--- src/rtl/instr_mem_loadable.sv ---
// Synchronous instruction memory with a registered fetch port and a valid/ready program-load port.
// Addresses at or beyond the loaded program length read back as FILL_WORD.
module instr_mem_loadable #(
    parameter int unsigned       ADDR_W    = 8,
    parameter int unsigned       DATA_W    = 16,
    parameter int unsigned       DEPTH     = 256,
    parameter logic [DATA_W-1:0] FILL_WORD = DATA_W'(16'h6000)
) (
    input  logic              clk,
    input  logic              rst_n,
    input  logic              fetch_req,
    input  logic [ADDR_W-1:0] fetch_addr,
    output logic              fetch_valid,
    output logic [DATA_W-1:0] fetch_instr,
    output logic              fetch_err,
    output logic              busy,
    input  logic              load_start,
    input  logic              load_valid,
    input  logic [DATA_W-1:0] load_data,
    input  logic              load_last,
    output logic              load_ready,
    output logic              load_done,
    output logic              load_trunc,
    output logic [ADDR_W:0]   prog_len
);

    localparam int unsigned LEN_W = ADDR_W + 1;
    localparam int unsigned IDX_W = (DEPTH > 1) ? $clog2(DEPTH) : 1;
    localparam logic [LEN_W-1:0] DEPTH_L = LEN_W'(DEPTH);
    localparam logic [LEN_W-1:0] LAST_L  = LEN_W'(DEPTH - 1);

    typedef enum logic {RUN, LOAD} state_e;

    state_e            state_q, state_d;
    logic              fetch_valid_q, fetch_valid_d;
    logic [DATA_W-1:0] fetch_instr_q, fetch_instr_d;
    logic              fetch_err_q, fetch_err_d;
    logic              load_done_q, load_done_d;
    logic              load_trunc_q, load_trunc_d;
    logic [LEN_W-1:0]  prog_len_q, prog_len_d;
    logic [LEN_W-1:0]  ptr_q, ptr_d;
    logic              mem_we;
    logic [LEN_W-1:0]  addr_ext;

    logic [DATA_W-1:0] mem_q [DEPTH];

    assign addr_ext = {1'b0, fetch_addr};

    // Next-state, fetch datapath and load handshake
    always_comb begin
        state_d       = state_q;
        fetch_valid_d = 1'b0;
        fetch_instr_d = fetch_instr_q;
        fetch_err_d   = fetch_err_q;
        load_done_d   = 1'b0;
        load_trunc_d  = load_trunc_q;
        prog_len_d    = prog_len_q;
        ptr_d         = ptr_q;
        mem_we        = 1'b0;
        case (state_q)
            RUN: begin
                if (fetch_req) begin
                    fetch_valid_d = 1'b1;
                    if (addr_ext >= DEPTH_L) begin
                        fetch_instr_d = FILL_WORD;
                        fetch_err_d   = 1'b1;
                    end else if (addr_ext >= prog_len_q) begin
                        fetch_instr_d = FILL_WORD;
                        fetch_err_d   = 1'b0;
                    end else begin
                        fetch_instr_d = mem_q[fetch_addr[IDX_W-1:0]];
                        fetch_err_d   = 1'b0;
                    end
                end
                if (load_start) begin
                    state_d      = LOAD;
                    ptr_d        = '0;
                    prog_len_d   = '0;
                    load_trunc_d = 1'b0;
                end
            end
            LOAD: begin
                if (load_valid) begin
                    mem_we = 1'b1;
                    ptr_d  = ptr_q + LEN_W'(1);
                    // A final beat or a full array both end the load
                    if (load_last || (ptr_q == LAST_L)) begin
                        prog_len_d  = ptr_q + LEN_W'(1);
                        state_d     = RUN;
                        load_done_d = 1'b1;
                        if (!load_last) begin
                            load_trunc_d = 1'b1;
                        end
                    end
                end
            end
            default: state_d = RUN;
        endcase
    end

    always_ff @(posedge clk or negedge rst_n) begin
        if (!rst_n) begin
            state_q       <= RUN;
            fetch_valid_q <= 1'b0;
            fetch_instr_q <= FILL_WORD;
            fetch_err_q   <= 1'b0;
            load_done_q   <= 1'b0;
            load_trunc_q  <= 1'b0;
            prog_len_q    <= '0;
            ptr_q         <= '0;
        end else begin
            state_q       <= state_d;
            fetch_valid_q <= fetch_valid_d;
            fetch_instr_q <= fetch_instr_d;
            fetch_err_q   <= fetch_err_d;
            load_done_q   <= load_done_d;
            load_trunc_q  <= load_trunc_d;
            prog_len_q    <= prog_len_d;
            ptr_q         <= ptr_d;
        end
    end

    // Array is not reset; prog_len masks stale contents
    always_ff @(posedge clk) begin
        if (mem_we) begin
            mem_q[ptr_q[IDX_W-1:0]] <= load_data;
        end
    end

    assign fetch_valid = fetch_valid_q;
    assign fetch_instr = fetch_instr_q;
    assign fetch_err   = fetch_err_q;
    assign busy        = (state_q == LOAD);
    assign load_ready  = (state_q == LOAD);
    assign load_done   = load_done_q;
    assign load_trunc  = load_trunc_q;
    assign prog_len    = prog_len_q;

endmodule
--- config.mk ---
export PLATFORM = sky130hd
export DESIGN_NAME = instr_mem_loadable
export DESIGN_NICKNAME = d
export VERILOG_FILES = /design/src/rtl/instr_mem_loadable.sv
export SDC_FILE = /design/constraint.sdc
export NUM_CORES = 2
export LEC_CHECK = 0
export CAP_MARGIN = 40
export CORE_MARGIN = 5
export CORE_UTILIZATION = 40
export DETAILED_ROUTE_END_ITERATION = 6
export PLACE_DENSITY = 0.65
export SETUP_SLACK_MARGIN = 0.05
export SLEW_MARGIN = 20
export SYNTH_ARGS = -nofsm -noshare
export SYNTH_HDL_FRONTEND = slang
export SYNTH_SLANG_ARGS = --single-unit
--- constraint.sdc ---
create_clock -name clk -period 8.65 [get_ports clk]
set_clock_uncertainty 0.1 [all_clocks]
set_input_delay 0.865 -clock clk [delete_from_list [all_inputs] [get_ports clk]]
set_output_delay 0.865 -clock clk [all_outputs]
set_load 0.05 [all_outputs]
Word-level counts from Yosys, hierarchy flattened

Memory sizes are Yosys's and may differ from the RTL's.
Index checks and enable logic that the tools add are counted.
W data, S select, Z words.

Register bits: 39
Bits in writable memories: 4096
Bits of input ports: 30
Output and inout bits: 31
Word-level logic and storage cells: 50
Memories kept: 1

Memory list:

| memory | words | width | rd ports | clocked after Yosys merged registers in | write ports | RTL line | source |
|---|---|---|---|---|---|---|---|
| mem_q  | 256   | 16    | 1        | 0                                       | 1           | 45       | `logic [DATA_W-1:0] mem_q [DEPTH];` |

Add/sub/neg operators: 1
$lt $le $gt $ge: 2
Eq/ne operators: 5
Multiplexer cells: 27
Bitwise gates (word level): 1
Reduce and logical (&&, ||, !) cells: 5

Operator list:

| cell                  | number |
|---|---|
| $mux W9               | 4 |
| $pmux W9 S2           | 2 |
| $mux W16              | 2 |
| $mux W1               | 17 |
| $add A9 B1 Y9 const B | 1 |
| $eq A9 B8 Y1 const B  | 1 |
| $ge A8 B9 Y1          | 1 |
| $ge A8 B9 Y1 const B  | 1 |
| $ne A2 B2 Y1 const B  | 3 |
| $pmux W1 S2           | 2 |
| $reduce_and A2 Y1     | 2 |
| $reduce_and A4 Y1     | 1 |
| $reduce_and A3 Y1     | 1 |
| $ne A2 B1 Y1 const B  | 1 |
| $logic_or A1 B1 Y1    | 1 |
| $not A1 Y1            | 1 |

Longest topological paths before layout

Depth in word-level cells: 5
Depth in mapped cells: 17
Depth with buffers taken out: 10

Worst setup path after synthesis

No wires, ideal clock.

Path type: input to register
Start point: input port fetch_addr[0]
End point: register fetch_instr_q[1] (netlist: fetch_instr[1])
Setup time: 0.076 ns
Arrival: 3.879 ns
Required time: 8.474 ns
Path slack: 4.595 ns
Stages on the path: 17
Buffers on the path: 7
Path through: buf_6 -> buf_12 -> buf_8 -> buf_8 -> buf_12 -> buf_6 -> buf_6 -> inv_1 -> ha_1 -> nand2b_1 -> a21o_1 -> a21o_1 -> a21o_1 -> a21oi_1 -> o21ai_1 -> or4_1 -> o21ai_1

Cells in the longest elaborated chain, start to end: 3
Elaborated cells on any way between the ends: 5
Those cells by class: order compare: 2; mux: 2; memory: 1

RTL lines:

| what                                             | RTL line | source |
|---|---|---|
| start: declaration                               | 12       | `input logic [ADDR_W-1:0] fetch_addr,` |
| $mem_v2 Z256 W16 or $ge A8 B9 Y1 (tied branches) | -        |  |
| $mux W16                                         | 67       | `end else if (addr_ext >= prog_len_q) begin` |
| $mux W16 *                                       | 64       | `if (addr_ext >= DEPTH_L) begin` |
| end signal: assignment                           | 114      | `fetch_instr_q <= fetch_instr_d;` |
| end: declaration                                 | 36       | `logic [DATA_W-1:0] fetch_instr_q, fetch_instr_d;` |

Mark *: on every way between the ends. The rest lies on a longest branch, timed or not.
A chain may end at the register's enable or synchronous reset.

Worst setup path in the final report

Start point: input port fetch_addr[0]
End point: register fetch_instr_q[9] (netlist: fetch_instr[9])

The elaborated chain is that of the path after synthesis.

==> impl_metrics.json <==
{
  "synth_common_cells": "edfxtp_1 (4,096), mux4_2 (797), mux2i_1 (484), nor2_1 (322), a221oi_1 (156)",
  "fin_cells": 13618,
  "worst_pin_slew_ns": 1.04,
  "synthTopCellsByArea": "edfxtp_1 (76%), mux4_2 (11%), mux2i_1 (3.0%), mux4_1 (1.5%), a221oi_1 (0.85%)",
  "min_period_ns": 4.78,
  "maxSlewViolCount": 0,
  "fmax_ghz": 0.209,
  "grt_pass1_vias": 81117,
  "swShare_pct": 22.2,
  "drt_iter0_drc": 11738,
  "syn_inst": 7377,
  "insertion_delay_ns": 0.99,
  "ant_nets": 0,
  "num_rows": 233,
  "area_growth_pct": 13.6,
  "p_leak_nw": 58.0,
  "grt_max_degree": 123,
  "ir_drop_mv": 0.166,
  "hold_path_class": "in2reg",
  "startpoint_type": "primary input",
  "hold_violations": 0,
  "cts_tree": "built",
  "period_share_pct": 55.3,
  "die_area_um2": 417000,
  "synth.distinct_cells": 83,
  "track_usage_pct": 21.1,
  "cts_buffer_depth": 4,
  "path_class": "in2reg",
  "dp.cells": 12849,
  "crit_buf_inv": 4,
  "die_height_um": 646,
  "yosysSeqAreaShare_pct": 76.7,
  "synth.most_common_cell": "edfxtp_1",
  "gp_congestion": 0.850,
  "routed_wirelength_um": 450000,
  "root_buffer": "clkbuf_16",
  "max_stage_delay_ns": 0.80,
  "pin_count": 61,
  "power_density_nw_per_um2": 229,
  "finalPower_mw": 42.0,
  "portBuffers": 59,
  "slew_headroom_pct": 30.5,
  "grt_pass1_wl_um": 629000,
  "yosysTopAreaCell": "edfxtp_1",
  "worstPathArrival_ns": 5.50,
  "syn_area_um2": 162000,
  "setup_viol": 0,
  "place_hpwl_um": 264000,
  "overflow": 0,
  "synth_top_area_share_pct": 76.1,
  "slowest_stage": "a221oi_1",
  "core-area_um2": 403000,
  "vias_per_cell": 6.02,
  "cp_cell_sequence": "buf_16, buf_12, buf_12, buf_4, mux4_2, mux4_2, a221oi_1, a31o_2, o31ai_1",
  "cts_max_level": 5,
  "synth-edff-count": 4096,
  "tns_ns": 0,
  "nets": 7916,
  "die_w_um": 646,
  "avgSynthCellArea_um2": 21.9,
  "critPathCaptureType": "flip-flop",
  "combPwrFrac_pct": 6.1,
  "cts.sinks": 4134,
  "internal_power_mw": 32.7,
  "p_switching_mw": 9.32,
  "status": "complete, but fails checks",
  "initial_utilization_pct": 40.1,
  "violations": "DRC",
  "drive_above_1_share_pct": 25.6,
  "pwr-share-seq_pct": 52.9,
  "rsz0062_at_grt": "false",
  "antenna_found_initial": 14,
  "ys.flop_type": "edfxtp_1",
  "yosysWarnings": 0,
  "drc": 1,
  "detail_route.wl_per_cell_um": 33.1,
  "cts_made_buffers": 403,
  "cp_data_required_time_ns": 9.36,
  "drt_pass1_iterations": 7,
  "power_frac_clock_pct": 41.1,
  "critical-path-top-delay-family": "buffers and inverters",
  "cap_violations": 0,
  "async_flop_share_pct": 0.919,
  "num_vias": 82024,
  "clkTransAtPathRegs_ns": 0.06,
  "syn-num-nets": 7420,
  "crit_fanout": 90,
  "ys_ff_latch": 4134
}
-- registers in the layout, indices dropped and copies added, names as in the netlist --
register and count:
load_done 1, fetch_valid 1, mem_q 4096, busy 1, ptr_q 9, load_trunc 1, fetch_instr 16, prog_len 9
-- cells by family after synthesis --
group	synth area share, %
XOR/XNOR	0.0325
buffers and inverters	2.30
adder cells (fa/ha/maj)	0.101
flip-flops	76.7
AND/OR/NAND/NOR	1.65
other	0.00232
multiplexers	15.9
AO/OA/AOI/OAI	3.34
-- final cells by class --
cell class / instances / area, um^2
flip-flops and latches: 4134 / 124000
clock inverters: 236 / 2320
multi-input cells: 2780 / 34500
diodes: 13 / 32.5
inverters: 22 / 97.6
well taps: 5405 / 6760
clock buffers: 496 / 10500
fillers: 32898 / 219000
repair buffers: 532 / 5370
-- worst paths after layout --
kind | slack [ns] | endpoint | start | cells past startpoint
worst max-delay path | 3.87 | fetch_instr[9]$_DFFE_PN0P_ | fetch_addr[0] | 9
worst min-delay path | 0.14 | mem_q[120][10]$_DFFE_PP_ | load_data[10] | 1
worst max register to register | 4.90 | mem_q[191][4]$_DFFE_PP_ | busy$_DFF_PN0_ | 5
worst min register to register | 0.41 | load_trunc$_DFFE_PN0P_ | load_trunc$_DFFE_PN0P_ | 1
max in group asynchronous | 7.50 | fetch_instr[9]$_DFFE_PN0P_ | rst_n | 2
min in group asynchronous | 0.41 | fetch_valid$_DFF_PN0_ | rst_n | 2
-- power groups by stage --
stage / Clock [mW] / Sequential (mW) / Combinational [mW]
2_1_floorplan: 0 / 22.7 / 1.26
3_3_place_gp: 0 / 22.6 / 2.42
3_5_place_dp: 0 / 22.6 / 2.50
4_1_cts: 17.4 / 22.2 / 2.50
5_1_grt: 18.3 / 22.2 / 2.63
6_report: 17.2 / 22.2 / 2.55
-- worst reg2reg max path: stages (launching register included) --
cell and delay, ns:
dfrtp_1 0.70, and2_1 0.39, nand3_2 0.60, buf_4 0.60, nor2_2 0.63, buf_4 0.38
-- timing repair --
action                                  CTS  global route
endpoints found under the setup margin    0             0
hold buffers                              1             0
gates resized for setup                   0             0
buffers inserted                          0             0
endpoints found under the hold margin    36             0
-- cells in the final DEF, fill, tap and decap left out, types with 25 or more instances in the layout --
cell,count
clkinv_1,93
o221ai_1,27
o21ai_0,138
a221oi_1,155
clkbuf_1,88
o22ai_1,31
clkbuf_16,407
nor3_1,42
mux2_2,31
bufinv_16,37
nor2_1,162
a22oi_1,61
a21oi_1,89
mux4_1,94
nand2_1,111
buf_8,37
mux4_2,797
clkinv_2,68
edfxtp_1,4096
buf_4,362
nor2_2,148
buf_12,29
nand3_1,45
mux2i_1,484
clkdlybuf4s50_1,36
dfrtp_1,36
buf_16,25
a221o_1,40
-- metal layers --
layer / global-route usage, % / wire length (um)
met5: 0 / 52
met4: 9.36 / 23100
met3: 4.24 / 47000
met2: 33.1 / 211000
met1: 28.8 / 169000
-- per-stage QoR --
stage	util (%)	setup WS (ns)	area, um^2	hold slack (ns)
after global routing	45.6	3.75	183000	0.131
after detailed placement	42.3	2.94	170000	0.400
final	45.6	3.87	184000	0.142
after floorplan	-	4.59	162000	0.406
after global placement	42.0	2.77	169000	0.380
after CTS	45.4	3.96	183000	0.251
Power figures use the tool's default switching activity.
